==> src/rtl/uart_tx_core_if.sv <==
// Handshake and serial-line bundle between a UART transmit client and uart_tx_core.
// The master drives the request side; the core (slave) drives the line and status flags.
interface uart_tx_core_if;
  logic       send;
  logic [7:0] data_in;
  logic [1:0] parity_type;
  logic [1:0] baud_rate;
  logic       data_tx;
  logic       active_flag;
  logic       done_flag;

  modport master (
    output send,
    output data_in,
    output parity_type,
    output baud_rate,
    input  data_tx,
    input  active_flag,
    input  done_flag
  );

  modport slave (
    input  send,
    input  data_in,
    input  parity_type,
    input  baud_rate,
    output data_tx,
    output active_flag,
    output done_flag
  );
endinterface

==> src/rtl/uart_tx_core.sv <==
// UART transmitter: fixed 11-bit frame (start, 8 data LSB first, parity slot, stop)
// at one of four baud rates derived from CLK_HZ by truncating integer division.
module uart_tx_core #(
  parameter int CLK_HZ = 50_000_000
) (
  input  logic          clock,
  input  logic          reset,
  uart_tx_core_if.slave bus
);

  localparam int MAX_DIV = CLK_HZ / 2400;
  localparam int CNT_W   = (MAX_DIV > 1) ? $clog2(MAX_DIV) : 1;

  typedef enum logic [2:0] {
    IDLE   = 3'd0,
    START  = 3'd1,
    DATA   = 3'd2,
    PARITY = 3'd3,
    STOP   = 3'd4
  } state_t;

  // Bit period minus one for each baud_rate code (2400 << code baud).
  logic [CNT_W-1:0] div_table [4];

  genvar gi;
  generate
    for (gi = 0; gi < 4; gi++) begin : g_div
      localparam int DIV = CLK_HZ / (2400 << gi);
      assign div_table[gi] = CNT_W'(DIV - 1);
    end
  endgenerate

  state_t           state_reg;
  logic             tx_reg;
  logic             active_reg;
  logic             done_reg;
  logic [CNT_W-1:0] cnt_reg;
  logic [CNT_W-1:0] div_m1_reg;
  logic [2:0]       bit_idx_reg;
  logic [7:0]       data_reg;
  logic             parity_reg;

  logic             parity_next;
  logic             bit_end;
  logic [2:0]       bit_idx_next;
  logic [CNT_W-1:0] cnt_next;

  always_comb begin
    parity_next = 1'b1;
    case (bus.parity_type)
      2'b01:   parity_next = ~^bus.data_in;
      2'b10:   parity_next = ^bus.data_in;
      default: parity_next = 1'b1;
    endcase
  end

  assign bit_end      = (cnt_reg == div_m1_reg);
  assign bit_idx_next = bit_idx_reg + 3'd1;
  assign cnt_next     = cnt_reg + 1'b1;

  always_ff @(posedge clock) begin
    if (reset) begin
      state_reg   <= IDLE;
      tx_reg      <= 1'b1;
      active_reg  <= 1'b0;
      done_reg    <= 1'b0;
      cnt_reg     <= '0;
      div_m1_reg  <= '0;
      bit_idx_reg <= '0;
      data_reg    <= '0;
      parity_reg  <= 1'b0;
    end else begin
      done_reg <= 1'b0;
      case (state_reg)
        IDLE: begin
          if (bus.send) begin
            state_reg   <= START;
            tx_reg      <= 1'b0;
            active_reg  <= 1'b1;
            cnt_reg     <= '0;
            bit_idx_reg <= '0;
            data_reg    <= bus.data_in;
            parity_reg  <= parity_next;
            div_m1_reg  <= div_table[bus.baud_rate];
          end
        end
        START: begin
          if (bit_end) begin
            state_reg <= DATA;
            tx_reg    <= data_reg[0];
            cnt_reg   <= '0;
          end else begin
            cnt_reg <= cnt_next;
          end
        end
        DATA: begin
          if (bit_end) begin
            cnt_reg <= '0;
            if (bit_idx_reg == 3'd7) begin
              state_reg <= PARITY;
              tx_reg    <= parity_reg;
            end else begin
              bit_idx_reg <= bit_idx_next;
              tx_reg      <= data_reg[bit_idx_next];
            end
          end else begin
            cnt_reg <= cnt_next;
          end
        end
        PARITY: begin
          if (bit_end) begin
            state_reg <= STOP;
            tx_reg    <= 1'b1;
            cnt_reg   <= '0;
            // A one-clock stop bit is its own last cycle.
            if (div_m1_reg == '0) done_reg <= 1'b1;
          end else begin
            cnt_reg <= cnt_next;
          end
        end
        STOP: begin
          if (bit_end) begin
            state_reg  <= IDLE;
            active_reg <= 1'b0;
            cnt_reg    <= '0;
          end else begin
            cnt_reg <= cnt_next;
            // Registered pulse lands on the final stop-bit clock.
            if (cnt_next == div_m1_reg) done_reg <= 1'b1;
          end
        end
        default: begin
          state_reg  <= IDLE;
          tx_reg     <= 1'b1;
          active_reg <= 1'b0;
          cnt_reg    <= '0;
        end
      endcase
    end
  end

  assign bus.data_tx     = tx_reg;
  assign bus.active_flag = active_reg;
  assign bus.done_flag   = done_reg;

endmodule

==> src/flat_wrapper.sv <==
// flat-port wrapper written by rule: the top's interface ports become plain ports
module uart_tx_core_flat 
#(
  parameter int CLK_HZ = 50_000_000
)
  (clock, reset, bus_send, bus_data_in, bus_parity_type, bus_baud_rate, bus_data_tx, bus_active_flag, bus_done_flag);
  uart_tx_core_if bus_i ();
  input  logic clock;
  input  logic reset;
  input wire logic [$bits(bus_i.send)-1:0] bus_send;
  input wire logic [$bits(bus_i.data_in)-1:0] bus_data_in;
  input wire logic [$bits(bus_i.parity_type)-1:0] bus_parity_type;
  input wire logic [$bits(bus_i.baud_rate)-1:0] bus_baud_rate;
  output wire logic [$bits(bus_i.data_tx)-1:0] bus_data_tx;
  output wire logic [$bits(bus_i.active_flag)-1:0] bus_active_flag;
  output wire logic [$bits(bus_i.done_flag)-1:0] bus_done_flag;
  assign bus_i.send = bus_send;
  assign bus_i.data_in = bus_data_in;
  assign bus_i.parity_type = bus_parity_type;
  assign bus_i.baud_rate = bus_baud_rate;
  assign bus_data_tx = bus_i.data_tx;
  assign bus_active_flag = bus_i.active_flag;
  assign bus_done_flag = bus_i.done_flag;
  uart_tx_core #(.CLK_HZ(CLK_HZ)) u_core (.clock(clock), .reset(reset), .bus(bus_i));
endmodule
==> config.mk <==
export PLATFORM = sky130hd
export DESIGN_NAME = uart_tx_core_flat
export DESIGN_NICKNAME = d
export VERILOG_FILES = /design/src/rtl/uart_tx_core_if.sv /design/src/rtl/uart_tx_core.sv /design/src/flat_wrapper.sv
export SDC_FILE = /design/constraint.sdc
export NUM_CORES = 1
export LEC_CHECK = 0
export CAP_MARGIN = 20
export CORE_UTILIZATION = 35
export CTS_CLUSTER_SIZE = 24
export DETAILED_ROUTE_END_ITERATION = 8
export SETUP_SLACK_MARGIN = 0.3
export SYNTH_ARGS = -nofsm -noshare
export SYNTH_HDL_FRONTEND = slang
export SYNTH_SLANG_ARGS = --single-unit
==> constraint.sdc <==
create_clock -name clock -period 3.01 [get_ports clock]
set_clock_uncertainty 0.1 [all_clocks]
set_input_delay 0.602 -clock clock [delete_from_list [all_inputs] [get_ports clock]]
set_output_delay 0.602 -clock clock [all_outputs]
set_load 0.02 [all_outputs]
==> key figures <==
GRT
  • Vias in the first global route: 2,272
  • Largest net degree at the start of global routing: 43
  • Initial antenna violation count: 0
  • First-pass GRT wire length: 11,200 um
  • Total Routing Usage GR: 17.0%
  • Total gr overflow: 0

Timing
  • Relative slew slack: 54.1%
  • Final max-slew violation count: 0
  • Slew @ Worst Pin: 0.689 ns
  • Final Hold Viols: 0
  • Final Critical Period: 2.49 ns
  • Final setup violation count: 0
  • Unrepaired setup endpoints after global routing: false
  • Period utilisation layout: 82.6%
  • Setup TNS Final: 0 ns
  • FMAX: 402 MHz

Synthesis
  • Async set or reset register ratio after synthesis: 0%
  • Area leader, netlist: dfxtp_1
  • Distinct cells, synth: 55
  • Register area share after synthesis: 30.7%
  • Area contributors post-synth: dfxtp_1 31%, nand2_1 6.4%, a21oi_1 5.5%, xnor2_1 5.4%, ha_1 5.0%
  • Synthesized net count: 361
  • Synthesized area: 2740 um2
  • Syn avg cell area: 8.18 um2
  • Number of flops mapped to enable cells by yosys: 0
  • Yosys warning total: 0
  • Yosys reg bits: 42
  • Mapped Cells: 335
  • Yosys top cell area share: 30.7%
  • Ys flop type: dfxtp_1

Finish
  • Most frequent cells in the layout: 47 x nand2_1, 41 x dfxtp_1, 30 x a21oi_1
  • Synthesis-to-layout area growth: 11.3%
  • Max FFs per register: 15
  • Layout cell share with drive strength beyond 1: 9.73%
  • Layout Utilization: 41.2%
  • Leading cell type in the layout, fill and taps excluded: nand2_1
  • # diodes: 0
  • Nets: 364

Routing
  • WL/cell: 14.8 um
  • Via density: 5.52
  • First-pass detailed-route iteration total: 4
  • Vias: 2,416
  • Starting DRC count in detailed routing: 196
  • Total Wirelength: 6480 um
  • DRC viols: 0
  • Antenna Nets Post-Route: 0

Floorplanning
  • Core ar.: 7410 um2
  • Chip height: 90.5 um
  • Initial Utilization: 37.0%
  • Die W: 90.5 um
  • Io pins: 18
  • Rows: 31
  • Die footprint: 8190 um2

Clock tree
  • H-tree Lvls: 2
  • Post-CTS sizing: 0
  • Post-CTS setup buffer count: 0
  • CTS buffer count: 5
  • Root buf cell: clkbuf_8
  • Clock transition at path regs: 0.10 ns
  • CTS max path bufs: 2
  • CTS tree: built
  • Clock sink count: 42
  • CTS Hold Bufs: 0
  • Worst skew pair latency: 0.31 ns

Min path
  • Hold crit path type: reg2reg
  • Hold depth: 2

Power
  • Power per Cell Area: 548 nW/um2
  • Static leakage: 1.04 nW
  • Peak supply drop: 0.262 mV
  • Clock power share: 24.5%
  • Logic pwr share: 34.5%
  • Int Pwr: 0.00102 W
  • Sequential power share: 41.0%
  • NetSw: 0.000651 W
  • Net Sw Frac: 38.9%

Status
  • Outcome: finished, final reports clean

Worst setup path
  • Crit path max fanout: 16
  • Setup CP Type: reg2reg
  • Nature of the critical path startpoint: register
  • Worst R2R Path Depth: 6
  • Setup crit end kind: register
  • Data required time of the worst path: 3.11 ns
  • Worst Path Arrival: 2.59 ns

Job
  • Max-Cap Viols: 0

Placement
  • Port-buffer cells: 17
  • Routability cong.: 0.821
  • DPL Wire Length: 4630 um
worst paths after layout:
path,start,to,slack (ns)
worst max-delay path,u_core.cnt_reg[6],u_core.cnt_reg[14],0.52
worst min-delay path,u_core.data_reg[3],u_core.data_reg[3],0.37
worst max register to register,u_core.cnt_reg[6],u_core.cnt_reg[14],0.52
worst min register to register,u_core.data_reg[3],u_core.data_reg[3],0.37
cells in the mapped netlist, types with 2 or more instances:
library cell   n
buf_6          5
nor3_1        12
and3_1         7
a31oi_1        2
nor2_1        17
o31ai_1        2
nand4_1        6
mux2_2         2
o21ai_0        5
xnor2_2        2
o21ai_1        2
nor4_1         5
clkbuf_1      13
nand2_1       47
buf_2         10
and2_1         2
xor2_1         9
nand2b_1       4
ha_1          11
inv_1          4
a41oi_1        6
nand3_1       21
or3b_1         2
xnor2_1       17
a21oi_1       30
dfxtp_1       42
a311oi_1      12
a211oi_1       4
or3_1          2
mux2i_1        4
mux4_2         2
and4_1         2
nor2b_1        2
area by class of cell:
class	count	area, um2
flip-flops and latches	42	842
multi-input cells	260	1740
inverters	4	15.0
fillers	754	4360
repair buffers	25	238
well taps	99	124
clock inverters	3	26.3
clock buffers	5	68.8
routing by layer:
| metal | GRT usage [%] | part of all wire, % |
|---|---|---|
| met1 | 25.4 | 51 |
| met2 | 24.1 | 41 |
| met3 | 3.28 | 5.5 |
| met4 | 5.91 | 1.7 |
| met5 | 0 | 0 |
logic make-up (layout without fill, tap and decap cells):
logic type	after synthesis	in the layout	share of synthesized area, %
AOI/OAI and AO/OA	71	71	17.4
xor gates and xnor gates	28	28	9.50
adders and majority gates	11	11	5.02
buffers and inverters	33	37	6.35
DFF	42	42	30.7
muxes	9	9	4.34
and+or+nand+nor	141	141	26.7
worst max-delay path: stages, from the launching register on:
cell      delay [ns]
dfxtp_1         0.50
xor2_1          0.40
nor4_4          0.12
a21oi_2         0.57
buf_8           0.23
a41oi_1         0.13
a311oi_1        0.33
power groups by stage:
| stage | clock (W) | sequential [W] | combinational [W] |
|---|---|---|---|
| finish | 0.000410 | 0.000686 | 0.000576 |
| global route | 0.000450 | 0.000695 | 0.000649 |
| detailed placement | 0 | 0.000695 | 0.000577 |
| global placement | 0 | 0.000694 | 0.000552 |
| floorplan | 0 | 0.000678 | 0.000468 |
| CTS | 0.000423 | 0.000683 | 0.000580 |
per-stage QoR:
stage               cells  hold WS [ns]  power (W)  setup slack (ns)  cell area [um2]
global route          438         0.387    0.00179             0.325             3050
detailed placement    430         0.352    0.00127             0.439             2940
finish                438         0.368    0.00167             0.523             3050
CTS                   438         0.367    0.00169             0.413             3040
floorplan             335         0.333    0.00115             0.926             2740
global placement      429         0.343    0.00125             0.424             2930
Note: power is estimated with default switching activity, not from simulation.
